===== config.mk =====
export PLATFORM = sky130hd
export DESIGN_NAME = user_axis_pkt_csum
export DESIGN_NICKNAME = d
export VERILOG_FILES = /design/src/rtl/user_axis_pkt_csum.sv
export SDC_FILE = /design/constraint.sdc
export NUM_CORES = 2
export LEC_CHECK = 0
export ABC_AREA = 1
export CAP_MARGIN = 25
export CORE_AREA = 8 8 454 456
export DETAILED_ROUTE_END_ITERATION = 16
export DIE_AREA = 0 0 462 464
export PLACE_DENSITY = 0.39
export SLEW_MARGIN = 10
export SYNTH_ARGS = -nofsm -noshare
export SYNTH_HDL_FRONTEND = slang
export SYNTH_SLANG_ARGS = --single-unit

===== constraint.sdc =====
create_clock -name aclk -period 19.05 [get_ports aclk]
set_clock_uncertainty 0.2 [all_clocks]
set_input_delay 3.81 -clock aclk [delete_from_list [all_inputs] [get_ports aclk]]
set_output_delay 3.81 -clock aclk [all_outputs]
set_load 0.05 [all_outputs]

===== src/rtl/user_axis_pkt_csum.sv =====
// user_axis_pkt_csum: AXI4-Stream pass-through with a per-tid running 32-bit
// checksum. Every packet is followed by one trailer beat that carries its
// checksum in tdata[31:0]. The output is a single register slice.
// Optional build macro CSUM_STAT_EN adds per-ID packet/byte counters with a
// registered read port.

// Byte-masks one 32-bit lane: bytes whose keep bit is low read as zero.
module user_axis_pkt_csum_lane (
    input  logic [31:0] data,
    input  logic [3:0]  keep,
    output logic [31:0] masked
);
    // zero every byte the source marked as null
    always_comb begin
        masked = '0;
        for (int b = 0; b < 4; b++)
            if (keep[b]) masked[8*b +: 8] = data[8*b +: 8];
    end
endmodule

module user_axis_pkt_csum #(
    parameter  int          DATA_BITS = 512,
    parameter  int          N_ID      = 4,
    parameter  logic [31:0] CSUM_INIT = 32'h0000_0000,
    localparam int          ID_BITS   = (N_ID > 1) ? $clog2(N_ID) : 1,
    localparam int          KEEP_BITS = DATA_BITS / 8
) (
    input  logic                 aclk,
    input  logic                 aresetn,
`ifdef CSUM_STAT_EN
    input  logic [ID_BITS-1:0]   stat_sel,
    output logic [31:0]          stat_pkts,
    output logic [47:0]          stat_bytes,
    input  logic                 stat_clr,
`endif
    input  logic [DATA_BITS-1:0] s_tdata,
    input  logic [KEEP_BITS-1:0] s_tkeep,
    input  logic                 s_tlast,
    input  logic [ID_BITS-1:0]   s_tid,
    input  logic                 s_tvalid,
    output logic                 s_tready,
    output logic [DATA_BITS-1:0] m_tdata,
    output logic [KEEP_BITS-1:0] m_tkeep,
    output logic                 m_tlast,
    output logic [ID_BITS-1:0]   m_tid,
    output logic                 m_tvalid,
    input  logic                 m_tready
);
    localparam int                 NUM_LANES = DATA_BITS / 32;
    localparam logic [ID_BITS:0]   N_ID_W    = (ID_BITS+1)'(N_ID);

    typedef enum logic {PASS = 1'b0, TRAIL = 1'b1} state_t;

    state_t                        state;
    logic [N_ID-1:0][31:0]         acc;
    logic [ID_BITS-1:0]            trl_id;
    logic [31:0]                   trl_csum;

    logic [NUM_LANES-1:0][31:0]    lane_m;
    logic [31:0]                   beat_sum;
    logic [31:0]                   acc_cur;
    logic [31:0]                   acc_next;
    logic                          id_ok;
    logic                          out_ld;
    logic                          accept;
    logic                          trl_load;

    // per-lane byte masking
    for (genvar g = 0; g < NUM_LANES; g++) begin : g_lane
        user_axis_pkt_csum_lane u_lane (
            .data   (s_tdata[32*g +: 32]),
            .keep   (s_tkeep[4*g +: 4]),
            .masked (lane_m[g])
        );
    end

    // mod-2^32 sum of all masked lanes of the current input beat
    always_comb begin
        beat_sum = '0;
        for (int i = 0; i < NUM_LANES; i++)
            beat_sum = beat_sum + lane_m[i];
    end

    // tid values >= N_ID only pass through; they never touch accumulators
    assign id_ok    = ({1'b0, s_tid} < N_ID_W);
    assign acc_cur  = id_ok ? acc[s_tid] : CSUM_INIT;
    assign acc_next = acc_cur + beat_sum;

    // output slice can take a new beat when empty or being drained
    assign out_ld   = !m_tvalid || m_tready;
    assign s_tready = aresetn && (state == PASS) && out_ld;
    assign accept   = s_tvalid && s_tready;
    assign trl_load = (state == TRAIL) && out_ld;

    // FSM, accumulators and the output register slice
    always_ff @(posedge aclk) begin
        if (!aresetn) begin
            state    <= PASS;
            m_tvalid <= 1'b0;
            m_tdata  <= '0;
            m_tkeep  <= '0;
            m_tlast  <= 1'b0;
            m_tid    <= '0;
            trl_id   <= '0;
            trl_csum <= CSUM_INIT;
            for (int i = 0; i < N_ID; i++) acc[i] <= CSUM_INIT;
        end else begin
            case (state)
                PASS: begin
                    if (accept) begin
                        m_tvalid <= 1'b1;
                        m_tdata  <= s_tdata;
                        m_tkeep  <= s_tkeep;
                        m_tlast  <= 1'b0;
                        m_tid    <= s_tid;
                        if (id_ok) begin
                            acc[s_tid] <= acc_next;
                            if (s_tlast) begin
                                trl_id   <= s_tid;
                                trl_csum <= acc_next;
                                state    <= TRAIL;
                            end
                        end
                    end else if (m_tready) begin
                        m_tvalid <= 1'b0;
                    end
                end
                TRAIL: begin
                    if (trl_load) begin
                        m_tvalid    <= 1'b1;
                        m_tdata     <= {{(DATA_BITS-32){1'b0}}, trl_csum};
                        m_tkeep     <= {{(KEEP_BITS-4){1'b0}}, 4'hF};
                        m_tlast     <= 1'b1;
                        m_tid       <= trl_id;
                        acc[trl_id] <= CSUM_INIT;
                        state       <= PASS;
                    end
                end
                default: state <= PASS;
            endcase
        end
    end

`ifdef CSUM_STAT_EN
    logic [N_ID-1:0][31:0] pkt_cnt;
    logic [N_ID-1:0][47:0] byte_cnt;
    logic                  sel_ok;

    assign sel_ok = ({1'b0, stat_sel} < N_ID_W);

    // per-ID packet/byte counters; a clear overrides any same-cycle update
    always_ff @(posedge aclk) begin
        if (!aresetn || stat_clr) begin
            for (int i = 0; i < N_ID; i++) begin
                pkt_cnt[i]  <= '0;
                byte_cnt[i] <= '0;
            end
        end else begin
            if (accept && id_ok)
                byte_cnt[s_tid] <= byte_cnt[s_tid] + 48'($countones(s_tkeep));
            if (trl_load)
                pkt_cnt[trl_id] <= pkt_cnt[trl_id] + 32'd1;
        end
    end

    // registered read of the selected ID's counters
    always_ff @(posedge aclk) begin
        if (!aresetn) begin
            stat_pkts  <= '0;
            stat_bytes <= '0;
        end else begin
            stat_pkts  <= sel_ok ? pkt_cnt[stat_sel]  : 32'd0;
            stat_bytes <= sel_ok ? byte_cnt[stat_sel] : 48'd0;
        end
    end
`endif

endmodule


==> run_results.csv <==
group,metric,value,unit
run_status,status,"completed",
global_route,grt_pass1_wl,372500,um
clock_network,postCtsHoldBufs,0,
floorplan,io_pins,1164,
sta,slew_headroom,16.34,%
sta,rsz0062_at_grt,"false",
setup_path,arrival,11260,ps
setup_path,cp_max_fo,32,
synth,yosysSeqAreaShare,34.52,%
sta,finalHoldViolCount,0,
power_and_ir_drop,leakage,25.10,nW
floorplan,die_x,462,um
routing,dr.first_iter.drc_count,3735,
routing,detail-route-antenna-nets,0,
sta,tns,0,ps
run,max_cap_viol_count,0,
routing,vias,41980,
synth,synth_edf_count,0,
synth,ys_warn_count,0,
global_route,first_global_vias,42770,
synth,synthArstFlopShare,0,%
synth,synth-seq-cells,743,
floorplan,start_util,21.69,%
routing,drc,0,
place,placedCellCount,9133,
clock_network,cts_sinks,743,
place,port-buffer-count,1163,
clock_network,root_buffer,"clkbuf_16",
setup_path,crit_type,"in -> reg",
sta,fin_crit_sh,56.97,%
synth,synthCells,5605,
synth,synth_commonest_cells,"nand2_1 (2017), a21oi_1 (768), dfxtp_1 (743)",
clock_network,path_clk_slew,50,ps
synth,synth_top_area_share,34.52,%
clock_network,cts_max_path_buffers,3,
sta,tightestPinTransition,1255,ps
sta,setup_violations,0,
synth,yosysMostFrequentCell,"nand2_1",
place,placed_area,56860,um2
power_and_ir_drop,total_power,14.31,mW
routing,viasPerCell,4.495,
setup_path,endpoint_kind,"flip-flop",
floorplan,die_h,464,um
place,dpl.hpwl,230500,um
sta,max_freq,92.15,MHz
routing,wl,280300,um
clock_network,clkLatencyLatePin,770,ps
global_route,grt-ovfl-total,0,
clock_network,postCtsSetupRepairBufs,0,
layout,finish.instance_area,60340,um2
min_path,hp-class,"reg -> reg",
setup_path,setup.worst_path.start_class,"input pin",
setup_path,required,19450,ps
synth,netlist_area,43090,um2
global_route,grt_max_degree,188,
clock_network,cts-htree-levels,3,
layout,instances_no_fill,9339,
layout,final_nets,7652,
floorplan,core,198600,um2
synth,yosysUniqueCellTypes,43,
sta,final_max_slew_viol_count,0,
layout,syn2layout_area_growth,40.02,%
layout,utilization,30.38,%
setup_path,critPathSlowestCell,"fa_1",
synth,syn_area_per_cell,7.688,um2
synth,ys.flop_type,"dfxtp_1",
layout,drive_above_1_share,3.696,%
routing,avgRoutedWirePerCell,30.02,um
global_route,antenna_found_initial,86,
place,gp_congestion,0.9099,
power_and_ir_drop,vdd_drop_max,0.4399,mV
sta,final.min_clock_period,10850,ps
synth,yosysTopAreaCell,"dfxtp_1",
power_and_ir_drop,power_density,237.2,nW/um2
synth,synthTopCellsByArea,"dfxtp_1 (35%), fa_1 (21%), nand2_1 (18%)",
setup_path,critPathMaxStageDelay,590,ps
floorplan,die-area,214400,um2
clock_network,tritoncts,"done",
global_route,grt_usage,25.02,%
synth,synth_nets,6679,
clock_network,cts_buffers,99,
routing,firstDrtPassIters,8,
clock_network,ctsResizeCount,0,
floorplan,rows,164,
-- critical path, delay by kind of cell --
family | cells | cell delay [ps]
buf+inv | 8 | 1390
simple gates | 5 | 550
fa+ha+maj | 7 | 3410
compound gates | 7 | 2060
-- layout by cell type, fill, tap and decap left out, types with 5 or more instances in the layout --
cell | synthesis | final
a21o_1 | 9 | 9
a21oi_1 | 768 | 768
a22oi_1 | 42 | 42
a31oi_1 | 35 | 35
buf_4 | 31 | 34
bufinv_16 | 0 | 8
clkbuf_1 | 171 | 20
clkbuf_16 | 0 | 100
clkbuf_8 | 0 | 23
clkdlybuf4s50_1 | 0 | 1162
clkinv_2 | 0 | 18
dfxtp_1 | 743 | 743
diode_2 | 0 | 27
fa_1 | 453 | 453
ha_1 | 38 | 38
inv_1 | 737 | 737
inv_2 | 14 | 11
nand2_1 | 2017 | 2017
nand3_1 | 129 | 129
nand3b_1 | 5 | 5
nand4_1 | 6 | 6
nor2_1 | 63 | 61
nor2_2 | 6 | 8
nor3_1 | 5 | 5
o211ai_1 | 16 | 16
o21ai_0 | 133 | 132
o21bai_1 | 5 | 5
or2_2 | 8 | 8
xor2_1 | 6 | 6
-- layout make-up --
type / instances / area [um2]
Antenna cell: 27 / 67.56
Clock buffer: 143 / 2894
Clock inverter: 36 / 511.7
Fill cell: 21810 / 138300
Inverter: 751 / 2841
Multi-Input combinational cell: 3782 / 23850
Sequential cell: 743 / 14870
Tap cell: 2656 / 3323
Timing Repair Buffer: 1201 / 11970
-- final timing paths --
check / cells after the start / slack (ps) / to / from
worst max-delay path: 27 / 8200 / trl_csum[31]$_SDFFE_PN0P_ / s_tid[0]
worst min-delay path: 2 / 260 / m_tdata[37]$_SDFFE_PN0P_ / m_tdata[37]$_SDFFE_PN0P_
worst max register to register: 23 / 12190 / trl_csum[31]$_SDFFE_PN0P_ / acc[21]$_SDFFE_PN0P_
worst min register to register: 2 / 260 / m_tdata[37]$_SDFFE_PN0P_ / m_tdata[37]$_SDFFE_PN0P_
-- layer usage --
| layer | track usage (%) | up-vias | routed length [um] |
|---|---|---|---|
| li1 | - | 19260 | - |
| met1 | 30.14 | 20670 | 112100 |
| met2 | 41.91 | 1658 | 132700 |
| met3 | 8.713 | 349 | 26010 |
| met4 | 7.602 | 46 | 9234 |
| met5 | 0 | - | 280 |
-- logic make-up after synthesis --
kind of cell / Yosys count / synth area share (%)
xor gates and xnor gates: 10 / 0.2032
DFF: 743 / 34.52
buffers and inverters: 1080 / 10.15
AOI/OAI and AO/OA: 1034 / 12.78
and+or+nand+nor: 2247 / 20.20
adders and majority gates: 491 / 22.15
-- through the flow --
step	setup slack, ps	hold WS (ps)
after global placement	7553	247.0
final	8198	258.5
after floorplan	9377	238.7
after global routing	7967	268.7
after detailed placement	7529	251.5
after CTS	8303	260.6
-- flip-flops by register name, summed over array words and instances, names as in the netlist, 2 cells and up --
register / cells
trl_csum: 32
m_tid: 2
m_tdata: 512
trl_id: 2
m_tkeep: 64
acc: 128
-- report_power, final --
group	internal, mW	switching [mW]	total [mW]
registers	1.69	0.0862	1.77
logic	2.92	7.63	10.5
clock network	1.17	0.826	1.99
Power figures use the tool's default switching activity.
